<file path="src/rtl/pipe_pkg.sv">
// Shared definitions for the elastic pipeline stage registers.
// Config macro: PIPE_SKID_REG_STATS_EN (stall/bubble counters on pipe_skid_reg).
package pipe_pkg;

  // State encoded as {main_v, skid_v}: the bits are the occupancy flags themselves.
  typedef enum logic [1:0] {
    EMPTY = 2'b00,
    ONE   = 2'b10,
    TWO   = 2'b11
  } skid_state_t;

  // IF/ID payload: {PC[63:0], instr[31:0]}.
  localparam int IF_ID_W = 96;
  // ID/EX payload: {pc[63:0], rs1_val[63:0], rs2_val[63:0], imm[31:0], rd[4:0]}.
  localparam int ID_EX_W = 64 + 64 + 64 + 32 + 5;

  // RISC-V canonical NOP: addi x0, x0, 0.
  localparam logic [31:0] NOP_INSTR = 32'h0000_0013;

  // Bubble payload for the IF/ID stage: zero PC, NOP instruction.
  function automatic logic [IF_ID_W-1:0] if_id_bubble();
    return {64'h0, NOP_INSTR};
  endfunction

endpackage

</file>
<file path="src/rtl/pipe_skid_ctrl.sv">
// Occupancy state machine for pipe_skid_reg. Produces registered in_ready /
// out_valid and the load strobes for the main and skid payload registers.
// Config macro: PIPE_SKID_REG_STATS_EN (not used here; see pipe_skid_reg).
module pipe_skid_ctrl
  import pipe_pkg::*;
(
  input  logic clk,
  input  logic reset,
  input  logic flush,
  input  logic in_valid,
  input  logic out_ready,
  output logic in_ready,
  output logic out_valid,
  output logic load_main_in,
  output logic load_main_skid,
  output logic load_skid
);

  skid_state_t state_q, state_d;
  logic        accept;
  logic        drain;

  // Both handshake outputs are bits of the state register, so neither has a
  // combinational path from any input.
  assign out_valid = state_q[1];
  assign in_ready  = ~state_q[0];

  assign accept = in_valid & in_ready;
  assign drain  = out_valid & out_ready;

  // Next-state and load-strobe decode; flush drops any same-cycle handshake.
  // NOTE: every output of this block gets a default first, so no path leaves
  // a signal unassigned and no latch is inferred.
  always_comb begin
    state_d        = state_q;
    load_main_in   = 1'b0;
    load_main_skid = 1'b0;
    load_skid      = 1'b0;
    if (flush) begin
      state_d = EMPTY;
    end else begin
      unique case (state_q)
        EMPTY: begin
          if (accept) begin
            load_main_in = 1'b1;
            state_d      = ONE;
          end
        end
        ONE: begin
          if (accept && drain) begin
            load_main_in = 1'b1;
          end else if (accept) begin
            load_skid = 1'b1;
            state_d   = TWO;
          end else if (drain) begin
            state_d = EMPTY;
          end
        end
        TWO: begin
          if (drain) begin
            load_main_skid = 1'b1;
            state_d        = ONE;
          end
        end
        default: state_d = EMPTY;
      endcase
    end
  end

  // State register with synchronous reset.
  // NOTE: sequential state uses non-blocking assignments so every flop samples
  // pre-edge values regardless of process ordering.
  always_ff @(posedge clk) begin
    if (reset) state_q <= EMPTY;
    else       state_q <= state_d;
  end

endmodule

</file>
<file path="src/rtl/pipe_skid_reg.sv">
// Elastic pipeline stage register: valid/ready handshake, two-entry skid
// buffer with registered in_ready, flush to bubble.
// Config macro: PIPE_SKID_REG_STATS_EN adds stall_cnt / bubble_cnt outputs.
module pipe_skid_reg
  import pipe_pkg::*;
#(
  parameter int               WIDTH  = IF_ID_W,
  parameter logic [WIDTH-1:0] BUBBLE = '0
) (
  input  logic             clk,
  input  logic             reset,
  input  logic             flush,
  input  logic             in_valid,
  output logic             in_ready,
  input  logic [WIDTH-1:0] in_data,
  output logic             out_valid,
  input  logic             out_ready,
  output logic [WIDTH-1:0] out_data
`ifdef PIPE_SKID_REG_STATS_EN
  ,
  output logic [31:0]      stall_cnt,
  output logic [31:0]      bubble_cnt
`endif
);

  logic             load_main_in;
  logic             load_main_skid;
  logic             load_skid;
  logic [WIDTH-1:0] main_q, main_d;
  logic [WIDTH-1:0] skid_q, skid_d;

  pipe_skid_ctrl u_ctrl (
    .clk            (clk),
    .reset          (reset),
    .flush          (flush),
    .in_valid       (in_valid),
    .out_ready      (out_ready),
    .in_ready       (in_ready),
    .out_valid      (out_valid),
    .load_main_in   (load_main_in),
    .load_main_skid (load_main_skid),
    .load_skid      (load_skid)
  );

  // Main always holds the older entry; it refills from skid when skid is occupied.
  assign out_data = main_q;

  // Payload muxes: flush loads the bubble, otherwise follow the control strobes.
  always_comb begin
    main_d = main_q;
    skid_d = skid_q;
    if (flush) begin
      main_d = BUBBLE;
      skid_d = BUBBLE;
    end else begin
      if (load_main_in)        main_d = in_data;
      else if (load_main_skid) main_d = skid_q;
      if (load_skid)           skid_d = in_data;
    end
  end

  // Payload registers.
  // NOTE: these wide data flops are reset deliberately: downstream stages see
  // a defined bubble on out_data straight out of reset, not just out_valid=0.
  always_ff @(posedge clk) begin
    if (reset) begin
      main_q <= BUBBLE;
      skid_q <= BUBBLE;
    end else begin
      main_q <= main_d;
      skid_q <= skid_d;
    end
  end

`ifdef PIPE_SKID_REG_STATS_EN
  logic [31:0] stall_cnt_q, stall_cnt_d;
  logic [31:0] bubble_cnt_q, bubble_cnt_d;

  // Occupancy statistics; wrap naturally, untouched by flush.
  always_comb begin
    stall_cnt_d  = stall_cnt_q + {31'b0, out_valid & ~out_ready};
    bubble_cnt_d = bubble_cnt_q + {31'b0, ~out_valid};
  end

  // Counter registers, cleared by reset only.
  always_ff @(posedge clk) begin
    if (reset) begin
      stall_cnt_q  <= '0;
      bubble_cnt_q <= '0;
    end else begin
      stall_cnt_q  <= stall_cnt_d;
      bubble_cnt_q <= bubble_cnt_d;
    end
  end

  assign stall_cnt  = stall_cnt_q;
  assign bubble_cnt = bubble_cnt_q;
`endif

endmodule
</file>
<file path="config.mk">
export PLATFORM = sky130hd
export DESIGN_NAME = pipe_skid_reg
export DESIGN_NICKNAME = d
export VERILOG_FILES = /design/src/rtl/pipe_pkg.sv /design/src/rtl/pipe_skid_ctrl.sv /design/src/rtl/pipe_skid_reg.sv
export SDC_FILE = /design/constraint.sdc
export NUM_CORES = 1
export LEC_CHECK = 0
export CORE_MARGIN = 2
export CORE_UTILIZATION = 49
export CTS_CLUSTER_SIZE = 10
export DETAILED_ROUTE_END_ITERATION = 10
export GPL_TIMING_DRIVEN = 0
export HOLD_SLACK_MARGIN = 0.06
export PLACE_DENSITY = 0.8
export SYNTH_ARGS = -nofsm -noshare
export SYNTH_HDL_FRONTEND = slang
export SYNTH_SLANG_ARGS = --single-unit
</file>
<file path="constraint.sdc">
create_clock -name clk -period 2.2 [get_ports clk]
set_input_delay 0.33 -clock clk [delete_from_list [all_inputs] [get_ports clk]]
set_output_delay 0.33 -clock clk [all_outputs]
set_load 0.03 [all_outputs]
</file>
==> summary.md <==
| Metric | Value |
|---|---|
| Reg2reg setup slack | 0.1 ns |
| Largest net degree at the start of global routing | 17 |
| Vias in the first global route | 6737 |
| P&R area growth vs syn | 36.6% |
| Post-synthesis cell count | 871 |
| Switching Share | 26.3% |
| Dpl hpwl | 14.6 mm |
| Placement Cell Area | 9960 um^2 |
| DRC violations left | 0 |
| Worst min path class | reg2reg |
| Clock Latency Late Sink | 0.43 ns |
| Antenna violations before repair | 0 |
| Grt ovf | 0 |
| Layout fillers | 1253 |
| Die height | 129 um |
| CTS sink count | 194 |
| Post-Layout Inst Area | 10500 um^2 |
| EDFF count, synth | 0 |
| Worst-path clk slew | 0.07 ns |
| Cell Area, Synth | 7710 um^2 |
| Slowest stage cell, crit path | a211oi_4 |
| Final setup viols | 0 |
| CTS Buf Count | 17 |
| RSZ-0062 raised after global routing | true |
| Via count | 6891 |
| # diodes | 0 |
| Fin cells | 1312 |
| CTS Root Cell | clkbuf_16 |
| Total wire length | 21.0 mm |
| Routability-driven placement congestion ratio | 0.797 |
| Wire per inst | 16.0 um |
| Most frequent cells in the layout | clkdlybuf4s50_1 (198), dfxtp_1 (194), nand2_1 (192) |
| CP Capture Type | flip-flop |
| CTS tree | done |
| Final slew viol count | 0 |
| Worst hold margin | 0.454 ns |
| Die Area | 16800 um^2 |
| Number of post-CTS setup repair buffers | 0 |
| Seq cells post-synth | 194 |
| Period Utilization, post-route | 95.6% |
| Post-synth cell types | 27 |
| Number of max-capacitance violations reported | 0 |
| Final hold vios | 0 |
| Buffers added on ports | 198 |
| Pleak | 4.27 nW |
| First-pass GRT wire length | 33.1 mm |
| Synth async-reset ratio | 0% |
| Startpoint Class | flip-flop |
| WS Path Type | reg2reg |
| H-Tree Depth | 4 |
| Post-layout nets | 1193 |
| Max_slew headroom | 62.4% |
| Layout cells sized above 1 | 7.90% |
| Yosys warning count | 0 |
| Die W | 129 um |
| CTS max path bufs | 2 |
| Internal Power | 5.54 mW |
| CP required | 2.56 ns |
| Critical path arrival | 2.46 ns |
| Sequential share of the synthesized area | 50.3% |
| FP Rows | 45 |
| # IOs | 199 |
| Violation count after the first detailed-route iteration | 367 |
| Gate power share | 13.7% |
| F_max | 476 MHz |
| VDD IR max | 547 uV |
| GRT Util Overall | 25.1% |
| Delay of the slowest critical-path stage | 0.43 ns |
| First-pass DRT Iterations | 5 |
| DRT antenna net count | 0 |
| Via density | 5.25 |
| CP max FO | 10 |
| Initial Util | 50.4% |
| P_sw | 1.98 mW |
| Clk pwr share | 37.4% |
| Cell count after placement | 1280 |
| Status | finished clean |
| Sequential fraction of design power | 48.8% |
| Core area | 15300 um^2 |
| Synthesized area per cell | 8.86 um^2 |
| Crit path time final | 2.10 ns |
| Syn_nets | 976 |
| Dominant synthesized flop cell | dfxtp_1 |
| Power per standard cell area | 713 nW/um^2 |
| CP Cell Sequence | inv_1 -> ha_2 -> nand3b_4 -> a211oi_4 -> clkbuf_1 -> nand2_1 -> a21oi_1 |
| Most common cell after layout, fill and taps aside | clkdlybuf4s50_1 |
| Skew final | 0.00667 ns |
| Tightest Pin Transition | 0.564 ns |
| Final Util | 68.8% |
-- registers in the layout (all words and copies together), names as in the netlist --
signal	flops
out_data	96
skid_q	96
u_ctrl.state_q	2
-- cell families (layout without fill, tap and decap cells) --
group	Yosys count	after routing	synth area share [%]
compound gates	203	203	16.6
fa+ha+maj	4	4	0.649
buf+inv	78	308	5.08
flops	194	194	50.3
mux	96	96	12.5
simple gates	296	296	14.8
-- area by class of cell --
cell class | instances | area (um^2) | share of cell area (%)
buffer | 76 | 418 | 3.96
tap | 211 | 264 | 2.50
clock buffer | 20 | 447 | 4.24
clock inverter | 12 | 85.1 | 0.807
inverter | 2 | 7.51 | 0.0712
multi-input combinational | 599 | 3450 | 32.8
sequential | 194 | 3880 | 36.8
timing repair buffer | 198 | 1980 | 18.8
-- worst paths after layout --
path | startpoint | endpoint | depth (start not counted)
worst max-delay path | u_ctrl.state_q[0] | skid_q[35] | 7
worst min register to register | skid_q[85] | skid_q[85] | 2
worst min-delay path | skid_q[85] | skid_q[85] | 2
worst max register to register | u_ctrl.state_q[0] | skid_q[35] | 7
-- cells in the mapped netlist (2+ instances only) --
master      n  area, um^2
mux2i_1    96         961
buf_4       7        52.6
buf_6       5        56.3
clkbuf_1   35         131
dfxtp_1   194        3880
nand4b_1    2        17.5
nand2_1   192         721
ha_1        4        50.1
a21oi_1    98         490
buf_2      28         140
inv_1       2        7.51
nor2_1     98         368
a211oi_1   96         721
-- routing by layer --
metal	vias to the layer above	global-route usage, %	wire length, um
met5	-	0	0
met4	0	9.36	458
met3	31	6.77	1440
met2	231	40.4	9710
met1	3205	32.6	9390
li1	3424	-	-
-- critical path, delay by kind of cell (launching register included) --
kind / cells / cell delay, ns
adders and majority gates: 1 / 0.26
and+or+nand+nor: 2 / 0.22
AOI/OAI and AO/OA: 2 / 0.59
DFF: 1 / 0.36
buffers and inverters: 2 / 0.58
-- power by group through the flow --
stage	clock (mW)	combinational (mW)	sequential (mW)
finish	2.81	1.03	3.67
global placement	0	1.01	3.75
global route	3.00	1.11	3.68
CTS	2.85	1.03	3.67
detailed placement	0	1.01	3.75
floorplan	0	0.333	3.91
-- stage by stage --
stage          TNS (ns)  total power, mW  setup slack (ns)
6_report              0             7.52            0.0972
5_1_grt         -0.0135             7.78           -0.0104
4_1_cts               0             7.54           0.00400
3_5_place_dp     -41.45             4.76            -0.352
3_3_place_gp     -43.29             4.75            -0.373
2_1_floorplan         0             4.25             0.254
-- what timing repair did --
item	in CTS	in global routing
pin swaps	0	1
gates resized for setup	6	23
setup endpoints to repair	107	165
hold buffers	0	0
No activity file was read; power rests on OpenSTA's default activity.
